--- src/rtl/getir_istek_zamanlayici.sv ---
// getir_istek_zamanlayici: issues PS fetches to L1B, tags in-order responses with their PS and drains stale ones after a flush
module getir_istek_zamanlayici #(
  parameter int PS_BIT       = 32,
  parameter int VERI_BIT     = 32,
  parameter int MAX_BEKLEYEN = 4
) (
  input  logic                                  clk_i,
  input  logic                                  rst_i,
  input  logic [PS_BIT-1:0]                     g1_ps_i,
  input  logic                                  g1_ps_gecerli_i,
  output logic                                  g1_ps_hazir_o,
  output logic [PS_BIT-1:0]                     l1b_istek_ps_o,
  output logic                                  l1b_istek_gecerli_o,
  input  logic                                  l1b_istek_hazir_i,
  input  logic [VERI_BIT-1:0]                   l1b_buyruk_i,
  input  logic                                  l1b_buyruk_gecerli_i,
  output logic                                  l1b_buyruk_hazir_o,
  output logic [VERI_BIT-1:0]                   g2_buyruk_o,
  output logic [PS_BIT-1:0]                     g2_ps_o,
  output logic                                  g2_gecerli_o,
  input  logic                                  g2_hazir_i,
  input  logic                                  cek_bosalt_i,
  output logic [$clog2(MAX_BEKLEYEN+1)-1:0]     bekleyen_sayisi_o,
  output logic                                  hata_o
);
  localparam int CW = $clog2(MAX_BEKLEYEN + 1);
  localparam int PW = $clog2(MAX_BEKLEYEN);
  localparam logic [CW-1:0] MAXC = CW'(MAX_BEKLEYEN);
  typedef enum logic {CALIS, BOSALT} durum_t;
  durum_t durum_q, durum_d;
  logic [PS_BIT-1:0] fifo_q [MAX_BEKLEYEN];
  logic [PW-1:0] yaz_q, yaz_d, oku_q, oku_d;
  logic [CW-1:0] canli_q, canli_d, bayat_q, bayat_d, toplam;
  logic hata_q, hata_d, itme, cekme, yanit;
  always_comb begin
    toplam = canli_q + bayat_q;
    l1b_istek_gecerli_o = g1_ps_gecerli_i && (toplam < MAXC) && !cek_bosalt_i;
    g1_ps_hazir_o = l1b_istek_gecerli_o && l1b_istek_hazir_i;
    itme = g1_ps_hazir_o;
    g2_gecerli_o = !cek_bosalt_i && durum_q == CALIS && canli_q != '0 && l1b_buyruk_gecerli_i;
    l1b_buyruk_hazir_o = cek_bosalt_i ? toplam != '0 : durum_q == BOSALT ? 1'b1 : canli_q != '0 && g2_hazir_i;
    yanit = l1b_buyruk_gecerli_i && l1b_buyruk_hazir_o;
    cekme = yanit && !cek_bosalt_i && durum_q == CALIS;
    hata_d = hata_q || (l1b_buyruk_gecerli_i && toplam == '0);
    // a flush turns every live request into a stale one; a response taken that cycle is already gone
    bayat_d = cek_bosalt_i ? bayat_q + canli_q - CW'(yanit) : bayat_q - CW'(yanit && durum_q == BOSALT);
    canli_d = cek_bosalt_i ? '0 : canli_q + CW'(itme) - CW'(cekme);
    yaz_d = cek_bosalt_i ? '0 : yaz_q + PW'(itme);
    oku_d = cek_bosalt_i ? '0 : oku_q + PW'(cekme);
    durum_d = bayat_d != '0 ? BOSALT : CALIS;
    l1b_istek_ps_o = g1_ps_i;
    g2_buyruk_o = l1b_buyruk_i;
    g2_ps_o = fifo_q[oku_q];
    bekleyen_sayisi_o = toplam;
    hata_o = hata_q;
  end
  always_ff @(posedge clk_i) begin
    if (rst_i) begin
      durum_q <= CALIS;
      yaz_q   <= '0;
      oku_q   <= '0;
      canli_q <= '0;
      bayat_q <= '0;
      hata_q  <= 1'b0;
    end else begin
      durum_q <= durum_d;
      yaz_q   <= yaz_d;
      oku_q   <= oku_d;
      canli_q <= canli_d;
      bayat_q <= bayat_d;
      hata_q  <= hata_d;
    end
  end
  always_ff @(posedge clk_i) begin
    if (itme) fifo_q[yaz_q] <= g1_ps_i;
  end
endmodule

--- config.mk ---
export PLATFORM = sky130hd
export DESIGN_NAME = getir_istek_zamanlayici
export DESIGN_NICKNAME = d
export VERILOG_FILES = /design/src/rtl/getir_istek_zamanlayici.sv
export SDC_FILE = /design/constraint.sdc
export NUM_CORES = 1
export LEC_CHECK = 0
export ABC_CLOCK_PERIOD_IN_PS = 11000
export CORE_MARGIN = 2
export CORE_UTILIZATION = 35
export CTS_CLUSTER_DIAMETER = 40
export DETAILED_ROUTE_END_ITERATION = 16
export PLACE_DENSITY = 0.63
export REMOVE_ABC_BUFFERS = 1
export SLEW_MARGIN = 40
export SYNTH_ARGS = -nofsm -noshare
export SYNTH_HDL_FRONTEND = slang
export SYNTH_SLANG_ARGS = --single-unit
export TNS_END_PERCENT = 10
--- constraint.sdc ---
create_clock -name clk_i -period 11 [get_ports clk_i]
set_clock_uncertainty 0.1 [all_clocks]
set_input_delay 1.1 -clock clk_i [delete_from_list [all_inputs] [get_ports clk_i]]
set_output_delay 1.1 -clock clk_i [all_outputs]
set_load 0.005 [all_outputs]
### Yosys cells after proc, flatten, opt, wreduce, memory -nomap -nowiden

Memories as Yosys holds them, arrays and structs flattened. A register that Yosys moved wholly into a read port is not among the register bits.
Index checks and enable logic that the tools add are counted.

| cells by class | value |
|---|---|
| mux-type cells | 7 |
| order comparisons | 1 |
| add/subtract/negate cells | 7 |
| bitwise logic cells | 1 |
| reductions and logical operators | 19 |

Operators by type and width:

| operator | count |
|---|---|
| 1-bit logical AND | 12 |
| 3-bit nonzero test | 3 |
| 3-bit by 1-bit subtractor with 3-bit output | 3 |
| 1-bit two-way mux | 5 |
| 2-bit by 1-bit adder with 2-bit output | 2 |
| 3-bit by 1-bit adder with 3-bit output | 1 |
| 3-bit adder | 1 |
| 3-bit logical NOT | 1 |
| 3-bit < comparator (second input constant) | 1 |
| 3-bit two-way mux | 1 |
| 2-bit two-way mux | 1 |
| 2-bit OR reduction | 1 |
| 1-bit logical NOT | 1 |
| 1-bit logical OR | 1 |
| 1-bit inverter | 1 |

| storage, ports and cells | value |
|---|---|
| bits in writable memories | 128 |
| memories | 1 |
| register bits | 12 |
| output and inout port bits | 104 |
| word-level logic and storage cells | 42 |
| bits of input ports | 71 |

Memory list:

| name | words | bits a word | read ports | clocked after memory_dff | wr ports | RTL line | text |
|---|---|---|---|---|---|---|---|
| fifo_q | 4 | 32 | 1 | 1 | 1 | 31 | `logic [PS_BIT-1:0] fifo_q [MAX_BEKLEYEN];` |

### Longest topological paths before layout

Gate-level depths: netlist (run 1).

| logic depth | value |
|---|---|
| depth after elaboration | 10 |
| gate-level depth with buffers | 12 |
| mapped depth without buffers | 12 |

### Worst setup path after synthesis (run 1)

Ideal clock, no wire load.

| timing | value |
|---|---|
| path type | input to register |
| start | input port cek_bosalt_i |
| end | memory fifo_q[0][0] (enable) |
| buffers on the path | 1 |
| arrival time | 3.739 ns |
| data required time | 10.439 ns |
| stages | 3 |
| path slack | 6.699 ns |
| library setup time | 0.461 ns |
| path through | clkbuf_1 -> nand4b_4 -> nor3_1 |

| between the ends | value |
|---|---|
| longest elaborated chain between the ends | 5 |

RTL lines:

| what | RTL line | text |
|---|---|---|
| from (decl) | 22 | `input logic cek_bosalt_i,` |
| 1-bit logical NOT | 37 | `l1b_istek_gecerli_o = g1_ps_gecerli_i && (toplam < MAXC) && !cek_bosalt_i;` |
| 1-bit logical AND | 37 |  |
| 1-bit logical AND | 38 | `g1_ps_hazir_o = l1b_istek_gecerli_o && l1b_istek_hazir_i;` |
| 1-bit two-way mux | 75 | `if (itme) fifo_q[yaz_q] <= g1_ps_i;` |
| 1-bit two-way mux (not written as such) | 75 |  |
| to (decl) | 31 |  |

Every way passes these cells.

### Worst setup path after layout (run 1)

| timing | value |
|---|---|
| start | input port cek_bosalt_i |
| end | output port g1_ps_hazir_o |

| between the ends | value |
|---|---|
| longest elaborated chain between the ends | 3 |

RTL lines:

| what | RTL line | text |
|---|---|---|
| 1-bit logical NOT | 37 |  |
| 1-bit logical AND | 37 |  |
| 1-bit logical AND | 38 |  |
| to (decl) | 11 | `output logic g1_ps_hazir_o,` |

Every way passes these cells.

==> results.py, run 1 <==
metrics = {
    "floorplan": {
        "rows": 47,
        "dieArea_um2": 17900,
        "dieHeight_um": 134,
        "io_pins": 175,
        "core-area_um2": 16500,
        "start_util_pct": 35.7,
        "die_x_um": 134,
    },
    "clock_network": {
        "cts-htree-levels": 4,
        "postCtsSetupBuffers": 0,
        "clock_latency_ns": 0.41,
        "cts.sinks": 140,
        "cts-resized-gates": 0,
        "numCtsBuffers": 17,
        "cts_hold_buf": 0,
        "clkTransAtPathRegs_ns": 0.06,
        "root_buffer": "clkbuf_16",
        "cts.path.max_buffers": 2,
        "cts_tree": "yes",
    },
    "final_layout": {
        "post-route-util_pct": 45.1,
        "regArea_um2": 4090,
        "drive_gt1_share_pct": 19.6,
        "nFillCells": 1401,
        "fin_area_um2": 7450,
        "multi_input_area_um2": 1270,
        "area_delta_synth_final_pct": 26.4,
        "n_antenna_cell": 0,
        "layout.nets": 459,
        "fin_cells": 612,
    },
    "synth": {
        "synth_edf_count": 128,
        "synthCells": 317,
        "yosysSeqAreaShare_pct": 69.2,
        "async_flop_share_pct": 0,
        "yosys_warnings": 0,
        "synth_area_um2": 5900,
        "synth_area_leader_cell": "edfxtp_1",
        "syn_area_per_cell_um2": 18.6,
        "ys_types": 40,
        "netlist_top_cells_area": "edfxtp_1 65%, mux4_2 12%, buf_4 8.5%, dfxtp_1 4.1%, ha_1 1.5%",
        "synthFlopType": "edfxtp_1",
        "synth-seq-cells": 140,
        "synth_top_area_share_pct": 65.2,
    },
    "detailed_routing": {
        "route.final.wire_length_mm": 11.5,
        "routedWlPerCell_um": 18.8,
        "drt-initial-drc-count": 151,
        "drc": 0,
        "drtAntennaViolNets": 0,
        "viasPerCell": 4.72,
        "firstDrtPassIters": 4,
        "vias": 2888,
    },
    "timing": {
        "max_freq_ghz": 0.249,
        "tightest_slew_ns": 0.544,
        "period_needed_ns": 4.01,
        "hold_viol": 0,
        "hold_ws_ns": 0.399,
        "rsz0062_at_grt": "no",
        "slew_violations": 0,
        "layout_setup_ws_ns": 6.99,
        "worst_slew_margin_rel_pct": 63.7,
        "fin_crit_sh_pct": 36.5,
        "setup-tns-final_ns": 0,
        "setup_viol": 0,
    },
    "setup_path": {
        "critPathArrivalTime_ns": 2.81,
        "cp-end-kind": "output pin",
        "ff2ff_path_depth": 11,
        "crit_path_start_kind": "primary input",
        "path_class": "primary input to output pin",
        "crit_required_ns": 9.80,
        "worst-path-max-fanout": 15,
    },
    "placed_design": {
        "hpwlAfterDp_mm": 7.38,
        "pre_cts_ws_ns": 6.98,
        "placedCellCount": 580,
        "dpl_cell_area_um2": 6850,
        "io_buffers": 110,
        "globalplace.congestion": 0.750,
    },
    "power_and_ir_drop": {
        "power_density_nw_per_um2": 170,
        "cellLeakagePower_nw": 2.42,
        "power_mw": 1.27,
        "ir_drop_mv": 0.104,
    },
    "grt": {
        "gr-total-overflow": 0,
        "grt_max_degree": 35,
        "grt_pass1_vias": 3011,
        "antenna_found_initial": 0,
        "grt_pass1_wl_mm": 17.6,
        "grt_use_total_pct": 13.6,
    },
    "run": {
        "cap_violations": 0,
    },
    "worst_hold_path": {
        "hold_class": "flip-flop to flip-flop",
        "whs_path_depth": 2,
    },
    "outcome": {
        "status": "complete, no violations",
    },
}
[power breakdown]
group	internal [mW]	switching [mW]	leakage [nW]
clock network	0.375	0.202	0.286
registers	0.590	0.00406	1.26
logic	0.0555	0.0389	0.878
[cell usage in the layout (no fill, tap or decap), types with 2 or more instances in the layout]
| master | netlist | routed |
|---|---|---|
| a211oi_1 | 2 | 2 |
| a31oi_1 | 2 | 2 |
| and2_1 | 3 | 3 |
| and3_1 | 2 | 2 |
| buf_4 | 67 | 4 |
| bufinv_16 | 0 | 4 |
| clkbuf_16 | 0 | 17 |
| clkdlybuf4s50_1 | 0 | 110 |
| clkinv_1 | 0 | 4 |
| clkinv_2 | 0 | 2 |
| clkinvlp_4 | 0 | 3 |
| dfxtp_1 | 12 | 10 |
| edfxtp_1 | 128 | 128 |
| fa_1 | 2 | 2 |
| ha_1 | 7 | 7 |
| inv_1 | 9 | 9 |
| mux4_2 | 32 | 32 |
| nand2_1 | 5 | 5 |
| nor2_1 | 8 | 7 |
| nor2b_1 | 3 | 3 |
| nor3b_4 | 0 | 2 |
| or3_1 | 3 | 3 |
| xnor2_1 | 4 | 4 |
[layer usage]
metal	vias up	GRT usage, %	part of all wire [%]
met5	-	0.278	0
met3	14	7.41	9.9
met2	131	20.1	46
met4	0	5.14	1.4
li1	1290	-	-
met1	1453	16.7	42
[final timing paths]
kind | slack [ns] | from | to
setup reg to reg | 7.95 | canli_q[0]$_SDFF_PP0_ | durum_q$_SDFF_PP0_
hold reg to reg | 0.40 | hata_o$_SDFF_PP0_ | hata_o$_SDFF_PP0_
hold / removal | 0.40 | hata_o$_SDFF_PP0_ | hata_o$_SDFF_PP0_
setup / recovery | 6.99 | cek_bosalt_i | g1_ps_hazir_o
[state kept, by name, indices dropped and copies added (netlist names)]
name,count
yaz_q,2
canli_q,3
fifo_q,128
durum_q,1
hata_o,1
oku_q,2
bayat_q,3
[layout make-up]
type / count / share of cell area, %
clock buffer: 18 / 5.76
timing repair buffer: 116 / 15.7
multi-input combinational: 94 / 17.1
sequential: 140 / 54.9
clock inverter: 14 / 2.37
tap: 220 / 3.69
inverter: 10 / 0.504
[cell usage after synthesis, drive strengths merged, types with 2 or more instances]
| cell | count |
|---|---|
| inv | 10 |
| nand2 | 5 |
| or3 | 3 |
| nor3b | 3 |
| o21ai | 2 |
| a211oi | 2 |
| dfxtp | 12 |
| edfxtp | 128 |
| buf | 71 |
| xnor2 | 5 |
| mux4 | 32 |
| nor2b | 3 |
| and3 | 2 |
| ha | 7 |
| clkbuf | 2 |
| fa | 2 |
| and2 | 3 |
| a31oi | 2 |
| nor3 | 2 |
| nor2 | 8 |
[worst max-delay path, stage by stage]
cell	delay, ns
clkdlybuf4s50_1	0.66
nand4b_4	0.37
inv_1	0.15
clkdlybuf4s50_1	0.52
[cell families after synthesis]
logic type	count (synthesis)	synth area share, %
DFF	140	69.2
adders and majority gates	9	2.16
and+or+nand+nor	34	3.67
buffers and inverters	83	9.61
AOI/OAI and AO/OA	11	1.48
xor gates and xnor gates	7	1.44
muxes	33	12.4
Note: power is estimated with default switching activity, not from simulation.
==> run 2, diff against run 1 <==
--- a/config.mk
+++ b/config.mk
@@ -5,7 +5,7 @@
 export SDC_FILE = /design/constraint.sdc
 export NUM_CORES = 1
 export LEC_CHECK = 0
-export ABC_CLOCK_PERIOD_IN_PS = 11000
+export ABC_CLOCK_PERIOD_IN_PS = 4200
 export CORE_MARGIN = 2
 export CORE_UTILIZATION = 35
 export CTS_CLUSTER_DIAMETER = 40
==> constraint.sdc (replaced) <==
create_clock -name clk_i -period 4.2 [get_ports clk_i]
set_clock_uncertainty 0.1 [all_clocks]
set_input_delay 0.42 -clock clk_i [delete_from_list [all_inputs] [get_ports clk_i]]
set_output_delay 0.42 -clock clk_i [all_outputs]
set_load 0.005 [all_outputs]
==> run 2 against run 1 <==
  * Worst hold slack better by 0.015 ns
  * Non-clock buffer count is 2 higher
  * Die area is the same
  * Via count up 1.4%
  * Setup slack worse by 6.0 ns
==> results.py, run 2 (synthesis results as in run 1) <==
metrics = {
    "floorplan": {
        "io_pins": 175,
        "core-area_um2": 16500,
        "dieArea_um2": 17900,
        "rows": 47,
        "dieHeight_um": 134,
        "die_x_um": 134,
        "start_util_pct": 35.7,
    },
    "timing": {
        "setup_viol": 0,
        "slew_violations": 0,
        "tightest_slew_ns": 0.732,
        "fin_crit_sh_pct": 76.6,
        "worst_slew_margin_rel_pct": 51.2,
        "period_needed_ns": 3.22,
        "rsz0062_at_grt": "no",
        "hold_viol": 0,
        "setup-tns-final_ns": 0,
        "max_freq_ghz": 0.311,
    },
    "power_and_ir_drop": {
        "ir_drop_mv": 0.289,
        "power_density_nw_per_um2": 431,
        "power_mw": 3.18,
        "cellLeakagePower_nw": 2.41,
    },
    "detailed_routing": {
        "vias": 2928,
        "firstDrtPassIters": 4,
        "drt-initial-drc-count": 134,
        "drtAntennaViolNets": 0,
        "route.final.wire_length_mm": 12.0,
        "viasPerCell": 4.77,
        "drc": 0,
        "routedWlPerCell_um": 19.6,
    },
    "final_layout": {
        "fin_cells": 614,
        "layout.nets": 461,
        "n_antenna_cell": 0,
        "nFillCells": 1403,
        "largest_register_ffs": 128,
        "multi_input_area_um2": 1270,
        "layout_common_cells": "128 x edfxtp_1, 110 x clkdlybuf4s50_1, 32 x mux4_2",
        "largestRegisters": "fifo_q (128), bayat_q (3), canli_q (3)",
        "regMostFlops": "fifo_q",
        "regArea_um2": 4090,
        "drive_gt1_share_pct": 19.3,
        "area_delta_synth_final_pct": 25.3,
        "layout_commonest_cell": "edfxtp_1",
        "fin_area_um2": 7390,
    },
    "clock_network": {
        "root_buffer": "clkbuf_16",
        "cts.sinks": 140,
        "cts-htree-levels": 4,
        "cts_tree": "yes",
        "clock_latency_ns": 0.42,
        "postCtsSetupBuffers": 0,
        "cts_hold_buf": 0,
        "cts.path.max_buffers": 2,
        "cts-resized-gates": 0,
        "numCtsBuffers": 17,
        "clkTransAtPathRegs_ns": 0.06,
    },
    "placed_design": {
        "dpl_cell_area_um2": 6850,
        "placedCellCount": 582,
        "io_buffers": 110,
        "hpwlAfterDp_mm": 7.88,
        "globalplace.congestion": 0.794,
    },
    "grt": {
        "gr-total-overflow": 0,
        "grt_pass1_wl_mm": 18.5,
        "antenna_found_initial": 0,
        "grt_pass1_vias": 3169,
        "grt_use_total_pct": 14.3,
        "grt_max_degree": 35,
    },
    "setup_path": {
        "max_stage_delay_ns": 0.55,
        "path_cells": "ha_1 > inv_1 > fa_1 > xor3_2 > nand4b_4 > inv_1 > clkdlybuf4s50_1",
        "crit_required_ns": 3.68,
        "cp-end-kind": "output pin",
        "path_class": "flip-flop to output pin",
        "critPathArrivalTime_ns": 2.70,
        "crit_top_cell": "inv_1",
        "crit_path_start_kind": "flip-flop",
        "critPathSlowestCell": "clkdlybuf4s50_1",
        "worst-path-max-fanout": 6,
    },
    "run": {
        "cap_violations": 0,
    },
    "outcome": {
        "status": "complete, no violations",
    },
    "worst_hold_path": {
        "hold_class": "flip-flop to flip-flop",
    },
}
run 2: cell count changes in the layout (fill, tap and decap cells not counted), sizes merged:
cell,previous run,this run
clkinvlp,3,0
clkinv,7,10
clkbuf,18,20
bufinv,4,2
buf,6,8
run 2: per-layer routing:
layer,routed length [um],global-route usage (%)
met1,4840,16.4
met2,5680,21.6
met3,1240,7.97
met4,216,5.91
met5,59,3.61
run 2: worst paths after layout:
path / slack, ns / cells past startpoint / endpoint / startpoint
worst min-delay path: 0.41 / 2 / hata_o$_SDFF_PP0_ / hata_o$_SDFF_PP0_
worst min register to register: 0.41 / 2 / hata_o$_SDFF_PP0_ / hata_o$_SDFF_PP0_
worst max register to register: 1.20 / 11 / durum_q$_SDFF_PP0_ / canli_q[0]$_SDFF_PP0_
worst max-delay path: 0.98 / 7 / g1_ps_hazir_o / canli_q[0]$_SDFF_PP0_
run 2: report_power, final:
group / internal (mW) / switching [mW] / total, mW / leakage (nW)
Combinational: 0.146 / 0.103 / 0.250 / 0.884
Sequential: 1.55 / 0.0117 / 1.56 / 1.26
Clock: 0.855 / 0.522 / 1.38 / 0.269
Total: 2.55 / 0.637 / 3.18 / 2.41
run 2: final cells by class:
type                       instances  share of cell area, %
clock buffer                      20                   5.91
tap                              220                   3.72
sequential                       140                   55.4
clock inverter                    12                   1.41
inverter                          10                  0.508
multi-input combinational         94                   17.2
timing repair buffer             118                   15.9
run 2: worst max-delay path: cells and delay by family, from the launching register on:
kind / cells / cell delay, ns
DFF: 1 / 0.43
xor gates and xnor gates: 1 / 0.33
buffers and inverters: 3 / 0.76
and+or+nand+nor: 1 / 0.21
adders and majority gates: 2 / 0.55
run 2: per-stage QoR:
stage	worst slack, ns	hold WS [ns]	util [%]
after detailed placement	1.09	0.387	41.5
after CTS	0.947	0.407	44.7
after global placement	1.26	0.400	41.4
after global routing	0.822	0.442	44.7
final	0.981	0.415	44.7
after floorplan	0.0208	0.361	-
==> run 3, diff against run 2 <==
--- a/config.mk
+++ b/config.mk
@@ -5,7 +5,7 @@
 export SDC_FILE = /design/constraint.sdc
 export NUM_CORES = 1
 export LEC_CHECK = 0
-export ABC_CLOCK_PERIOD_IN_PS = 4200
+export ABC_CLOCK_PERIOD_IN_PS = 3000
 export CORE_MARGIN = 2
 export CORE_UTILIZATION = 35
 export CTS_CLUSTER_DIAMETER = 40
==> constraint.sdc (replaced) <==
create_clock -name clk_i -period 3 [get_ports clk_i]
set_clock_uncertainty 0.1 [all_clocks]
set_input_delay 0.3 -clock clk_i [delete_from_list [all_inputs] [get_ports clk_i]]
set_output_delay 0.3 -clock clk_i [all_outputs]
set_load 0.005 [all_outputs]
==> run 3 against run 2 <==
  * Global-route usage shrank 0.23 points
  * Critical path depth shrank 4
  * Clock power increased by 39%
  * Core utilization up 0.40 points
  * Sequential power grew 40%
  * First-iteration DRC count up 10%
  * Cell area up 0.90%
  * Die area stayed put
  * Via count rose by 0.17%
  * Combinational power rose by 40%
  * Worst hold slack improved by 0.020 ns
==> results.py, run 3 (synthesis results as in run 1) <==
metrics = {
    "outcome": {
        "status": "complete, no violations",
    },
    "power_and_ir_drop": {
        "cellLeakagePower_nw": 2.48,
        "power_density_nw_per_um2": 596,
        "ir_drop_mv": 0.377,
        "power_mw": 4.45,
    },
    "final_layout": {
        "layout.nets": 467,
        "layout_common_cells": "128 x edfxtp_1, 107 x clkdlybuf4s50_1, 32 x mux4_2",
        "regArea_um2": 4090,
        "multi_input_area_um2": 1270,
        "area_delta_synth_final_pct": 26.4,
        "layout_commonest_cell": "edfxtp_1",
        "largest_register_ffs": 128,
        "regMostFlops": "fifo_q",
        "nFillCells": 1427,
        "largestRegisters": "fifo_q (128), bayat_q (3), canli_q (3)",
        "n_antenna_cell": 0,
        "drive_gt1_share_pct": 21.3,
    },
    "grt": {
        "use_met1_pct": 17.7,
        "grt_pass1_vias": 3153,
        "antenna_found_initial": 0,
        "gr-total-overflow": 0,
        "grt_use_total_pct": 14.0,
        "grt_max_degree": 22,
        "top_usage_layer": "met2",
        "grt_pass1_wl_mm": 18.4,
        "met3_usage_pct": 7.60,
        "grt_use_met2_pct": 20.3,
    },
    "timing": {
        "setup_viol": 0,
        "hold_ws_ns": 0.435,
        "hold_viol": 0,
        "slew_violations": 0,
        "worst_slew_margin_rel_pct": 62.4,
        "fin_crit_sh_pct": 94.4,
        "tightest_slew_ns": 0.565,
        "rsz0062_at_grt": "no",
        "max_freq_ghz": 0.353,
        "period_needed_ns": 2.83,
    },
    "floorplan": {
        "io_pins": 175,
        "core-area_um2": 16500,
        "dieHeight_um": 134,
        "die_x_um": 134,
        "rows": 47,
        "start_util_pct": 35.7,
        "dieArea_um2": 17900,
    },
    "setup_path": {
        "crit_required_ns": 2.60,
        "path_class": "flip-flop to output pin",
        "worst-path-max-fanout": 14,
        "critPathSlowestCell": "dfxtp_2",
        "critPathArrivalTime_ns": 2.43,
        "max_stage_delay_ns": 0.68,
        "crit_path_start_kind": "flip-flop",
        "path_cells": "buf_4 > mux4_2 > clkdlybuf4s50_1",
        "cp-end-kind": "output pin",
    },
    "detailed_routing": {
        "route.final.wire_length_mm": 11.9,
        "drtAntennaViolNets": 0,
        "vias": 2933,
        "firstDrtPassIters": 4,
        "viasPerCell": 4.74,
        "drc": 0,
        "routedWlPerCell_um": 19.2,
        "drt-initial-drc-count": 148,
    },
    "clock_network": {
        "numCtsBuffers": 17,
        "clkTransAtPathRegs_ns": 0.06,
        "cts_tree": "yes",
        "clock_latency_ns": 0.42,
        "cts-htree-levels": 4,
        "cts.path.max_buffers": 2,
        "postCtsSetupBuffers": 0,
        "root_buffer": "clkbuf_16",
        "cts.sinks": 140,
    },
    "placed_design": {
        "hpwlAfterDp_mm": 7.86,
        "globalplace.congestion": 0.757,
        "io_buffers": 110,
    },
    "run": {
        "cap_violations": 0,
    },
    "worst_hold_path": {
        "hold_class": "primary input to flip-flop",
    },
}
## run 3: cell types whose count changed in the layout (fill, tap and decap cells not counted), sizes merged
cell,previous run,this run
buf,8,14
clkinvlp,0,1
dlymetal6s2s,0,3
clkdlybuf4s50,110,107
clkinv,10,8
## run 3: cell type report
type	instances	share of cell area, %
Clock inverter	11	1.38
Timing Repair Buffer	124	16.6
Multi-Input combinational cell	94	17.1
Sequential cell	140	54.9
Clock buffer	20	5.86
Inverter	10	0.503
Tap cell	220	3.69
## run 3: power by group
group	internal (mW)	switching [mW]
Clock	1.20	0.718
Combinational	0.207	0.143
Sequential	2.17	0.0162
Total	3.57	0.877
## run 3: critical path, delay by kind of cell (launching register included)
family	cells	cell delay [ns]
multiplexers	1	0.52
buffers and inverters	2	0.79
flip-flops	1	0.68
## run 3: stage by stage
step / cells / setup TNS, ns / setup WS (ns) / util, % / cell area, um^2
after floorplan: 244 / -63.27 / -1.18 / - / 5370
after global placement: 588 / 0 / 0.168 / 41.8 / 6900
after detailed placement: 588 / 0 / 0.0561 / 41.8 / 6900
after CTS: 619 / 0 / 0.0593 / 45.0 / 7440
after global routing: 619 / 0 / 0.0171 / 45.1 / 7460
final: 619 / 0 / 0.169 / 45.1 / 7460
## run 3: worst paths after layout
kind                            slack (ns)                      end                   from  depth (start not counted)
worst min register to register        0.43        hata_o$_SDFF_PP0_      hata_o$_SDFF_PP0_                          2
worst min-delay path                  0.43  fifo_q[2][13]$_DFFE_PP_            g1_ps_i[13]                          1
worst max-delay path                  0.17              g2_ps_o[10]    oku_q[0]$_SDFF_PP0_                          3
worst max register to register        0.20       durum_q$_SDFF_PP0_  canli_q[0]$_SDFF_PP0_                         11
## run 3: repair_timing
action	4_1_cts	5_1_grt
hold buffers	0	0
cloned	0	0
resized for setup	1	6
setup endpoints to repair	2	4
endpoints found under the hold margin	0	0
## run 3: metal layers
metal | wire length (um) | vias up
li1 | - | 1306
met1 | 5070 | 1468
met2 | 5380 | 136
met3 | 1210 | 23
met4 | 208 | 0
met5 | 0 | -
==> RTL change 1 (settings of run 2) <==
The parameter `MAX_BEKLEYEN` goes from 4 to 16.
--- a/src/rtl/getir_istek_zamanlayici.sv
+++ b/src/rtl/getir_istek_zamanlayici.sv
@@ -2,7 +2,7 @@
 module getir_istek_zamanlayici #(
   parameter int PS_BIT       = 32,
   parameter int VERI_BIT     = 32,
-  parameter int MAX_BEKLEYEN = 4
+  parameter int MAX_BEKLEYEN = 16
 ) (
   input  logic                                  clk_i,
   input  logic                                  rst_i,
Interface: changed (resized bekleyen_sayisi_o); port bits go from 175 to 177. The function was not compared with the original's and may differ.
==> RTL change 1 against run 2 <==
First-iteration DRC count rose to 5.9 times the old value; clock power rose to 4.2 times the old value; largest power group unchanged; synthesized area rose to 3.6 times the old value; sequential cell count rose by 392; critical path type unchanged; cell area rose to 3.4 times the old value; critical endpoint is now g2_ps_o[10]; wire length rose to 3.6 times the old value; worst setup slack got worse by 0.57 ns; power rose to 3.8 times the old value.
==> RTL change 1: results (changes against run 2) <==
| Metric | Value |
|---|---|
| Pre-CTS WS | 0.4984 ns (-0.5899 ns) |
| Num CTS Buffers | 68 (+51) |
| Slowest stage cell, crit path | dfxtp_4 |
| # clk buffers | 71 (+250%) |
| XOR/XNOR share of the synthesized area | 0.006518 (-0.007907) |
| Setup crit start | oku_q[0]$_SDFF_PP0_ |
| Seq/total area | 0.6238 (+0.07018) |
| Vias in the first global route | 10141 (+220%) |
| Post-synth EDFFs | 512 (+300%) |
| Non-clock buffers | 146 (+24%) |
| Share of layout cells above drive strength 1 | 0.3043 (+0.1115) |
| Top delay family on crit path | multiplexers |
| GRT Total Usage | 0.1416 (-0.0009418) |
| Clock Network Area Fraction | 0.08992 (+0.01679) |
| Worst skew pair latency | 0.59 ns (+0.17 ns) |
| Multi-input combinational cell area | 4674 µm² (+270%) |
| Routed WL per cell | 23.15 µm (+18%) |
| Leak | 7.802 nW (+220%) |
| Max_slew headroom | 0.5291 (+0.01741) |
| First-pass GRT wire length | 65630 µm (+250%) |
| Synth top area cells | edfxtp_1 73%, mux4_2 17%, buf_4 2.7% |
| Clk buf depth | 3 (+1) |
| Peak VDD IR | 0.2348 mV (-19%) |
| Signal buf overhead | 0.06031 (-0.09849) |
| CTS HTree Levels | 3 (-1) |
| Seq/Total Area, Yosys | 0.7471 (+0.05469) |
| Largest registers | fifo_q: 512 flops, bayat_q: 5 flops, canli_q: 5 flops |
| CP endpoint | g2_ps_o[10] |
| R2R Setup Slk | 0.45 ns (-0.75 ns) |
| Post-synthesis mux area share | 0.1714 (+0.04748) |
| Outcome | completed |
| Synth unique cells | 43 (+7.5%) |
| Hold_ws | 0.4272 ns (+0.01269 ns) |
| Crit path largest cell delay | 0.66 ns (+0.11 ns) |
| CP arrival | 3.27 ns (+0.57 ns) |
[RTL change 1: through the flow]
step	cells	instance area (µm²)
global route	1886	25310
floorplan	837	20410
detailed placement	1765	23030
CTS	1886	25310
finish	1886	25310
global placement	1765	23030
[RTL change 1: power by group through the flow]
| stage | Combinational (mW) | Clock (mW) | Sequential (mW) |
|---|---|---|---|
| finish | 0.364 | 5.74 | 5.85 |
| global route | 0.401 | 6.08 | 5.85 |
| CTS | 0.369 | 5.87 | 5.85 |
| detailed placement | 0.366 | 0 | 5.96 |
| global placement | 0.358 | 0 | 5.96 |
| floorplan | 0.135 | 0 | 5.96 |
[RTL change 1: kinds of logic after synthesis]
logic type                 Yosys count
buffers and inverters              125
adders and majority gates           20
muxes                              161
xor gates and xnor gates            14
and+or+nand+nor                     68
AOI/OAI and AO/OA                   24
DFF                                532
[RTL change 1: routing by layer]
metal / track usage / share of wire
met1: 0.1985 / 0.46
met2: 0.2185 / 0.47
met3: 0.03650 / 0.056
met4: 0.04148 / 0.013
met5: 0 / 0
==> RTL change 2 (settings of run 2) <==
Made on the original files. Add an input register stage for `g1_ps_gecerli_i`, cleared by the reset; this delays it by one clock. The other inputs are not delayed to match.
--- a/src/rtl/getir_istek_zamanlayici.sv
+++ b/src/rtl/getir_istek_zamanlayici.sv
@@ -27,6 +27,17 @@
   localparam int PW = $clog2(MAX_BEKLEYEN);
   localparam logic [CW-1:0] MAXC = CW'(MAX_BEKLEYEN);
   typedef enum logic {CALIS, BOSALT} durum_t;
+
+  logic g1_ps_gecerli_q;
+
+  always_ff @(posedge clk_i) begin
+    if (rst_i) begin
+      g1_ps_gecerli_q <= '0;
+    end else begin
+      g1_ps_gecerli_q <= g1_ps_gecerli_i;
+    end
+  end
+
   durum_t durum_q, durum_d;
   logic [PS_BIT-1:0] fifo_q [MAX_BEKLEYEN];
   logic [PW-1:0] yaz_q, yaz_d, oku_q, oku_d;
@@ -34,7 +45,7 @@
   logic hata_q, hata_d, itme, cekme, yanit;
   always_comb begin
     toplam = canli_q + bayat_q;
-    l1b_istek_gecerli_o = g1_ps_gecerli_i && (toplam < MAXC) && !cek_bosalt_i;
+    l1b_istek_gecerli_o = g1_ps_gecerli_q && (toplam < MAXC) && !cek_bosalt_i;
     g1_ps_hazir_o = l1b_istek_gecerli_o && l1b_istek_hazir_i;
     itme = g1_ps_hazir_o;
     g2_gecerli_o = !cek_bosalt_i && durum_q == CALIS && canli_q != '0 && l1b_buyruk_gecerli_i;
Check against the original RTL: not equivalent (Yosys sat finds a counterexample within 4 cycles, from zero or initial values and one cycle with rst_i high).
==> RTL change 2 against run 2 <==
Wire length down 2.1%; worst setup slack better by 0.049 ns; power grew 0.56%; cell area is 0.47% higher; cell count unchanged; core utilization grew 0.053 points; global-route usage decreased by 0.42 points; non-clock buffer count fell by 2; synthesized area increased by 0.45%; maximum frequency increased by 1.6%; worst hold slack worse by 0.0047 ns; sequential cell count increased by 1; synthesized cell count increased by 0.63%; critical endpoint unchanged.
==> RTL change 2: results (changes against run 2) <==
| Metric | Value |
|---|---|
| Leak | 2.412 nW (+0.16%) |
| Comb. pwr | 214 µW (-14%) |
| Input/output buffers | 110 (unchanged) |
| Vias | 2934 (+0.20%) |
| Flop pwr share | 0.486 (-0.003) |
| Vias in the first global route | 3127 (-1.3%) |
| Switching share of power | 0.1906 (-0.009481) |
| Synth top area cells | edfxtp_1 65%, mux4_2 12%, buf_4 8.5% |
| Synthesized instance count | 319 (+0.63%) |
| First-pass GRT wire length | 17950 µm (-3.0%) |
| Vias per cell | 4.779 (+0.20%) |
| DPL Wire Length | 7428 µm (-5.7%) |
| Fill cell count | 1419 (+1.1%) |
| GRT Total Usage | 0.1383 (-0.004215) |
| 1st-iter DRT viols | 166 (+24%) |
| Post-synthesis mux area share | 0.1233 (-0.0005494) |
| Adder-cell share of the synthesized area | 0.02154 (-0.00009596) |
| Pre-CTS WS | 1.153 ns (+0.06473 ns) |
| Hold_ws | 0.4098 ns (-0.004718 ns) |
| Outcome | completed |
| Internal power | 2.592 mW (+1.7%) |
| XOR/XNOR share of the synthesized area | 0.01436 (-0.00006398) |
| Peak VDD IR | 0.2680 mV (-7.1%) |
| Share of layout cells above drive strength 1 | 0.1853 (-0.007614) |
| Slew @ Worst Pin | 0.5749 ns (-0.1569 ns) |
| R2R Setup Slk | 1.25 ns (+0.05 ns) |
==> RTL change 2: how the worst max path moves through the flow <==
stage | from | to | cells after the start
global route | canli_q[0]$_SDFF_PP0_ | g1_ps_hazir_o | 7
floorplan | canli_q[0]$_SDFF_PP0_ | fifo_q[0][0]$_DFFE_PP_ | 6
finish | canli_q[0]$_SDFF_PP0_ | g1_ps_hazir_o | 7
global placement | cek_bosalt_i | canli_q[2]$_SDFF_PP0_ | 10
detailed placement | cek_bosalt_i | canli_q[2]$_SDFF_PP0_ | 10
CTS | canli_q[0]$_SDFF_PP0_ | g1_ps_hazir_o | 7
==> RTL change 2: cells by family after synthesis <==
family	after synthesis
flip-flops	141
adder cells (fa/ha/maj)	9
buffers and inverters	83
multiplexers	33
AND/OR/NAND/NOR	35
XOR/XNOR	7
AO/OA/AOI/OAI	11
==> RTL change 2: critical path: stages, from the launching register on <==
cell	delay (ns)
dfxtp_1	0.42
ha_1	0.17
inv_1	0.04
fa_1	0.36
xor3_2	0.31
nand4b_4	0.21
inv_1	0.17
clkdlybuf4s50_1	0.55
==> RTL change 2: metal layers <==
metal,up-vias,track usage,part of all wire
met3,19,0.06652,0.088
li1,1301,-,-
met1,1487,0.1787,0.43
met5,-,0.002778,0
met2,127,0.2006,0.46
met4,0,0.05614,0.017
==> RTL change 2: final cells by class <==
cell class                      instances  area (µm²)  area share
Timing Repair Buffer                  116        1159      0.1560
Sequential cell                       141        4111      0.5537
Clock buffer                           21       440.4     0.05931
Clock inverter                         11       123.9     0.01668
Multi-Input combinational cell         95        1279      0.1722
Tap cell                              220       275.3     0.03707
Inverter                               10       37.54    0.005055
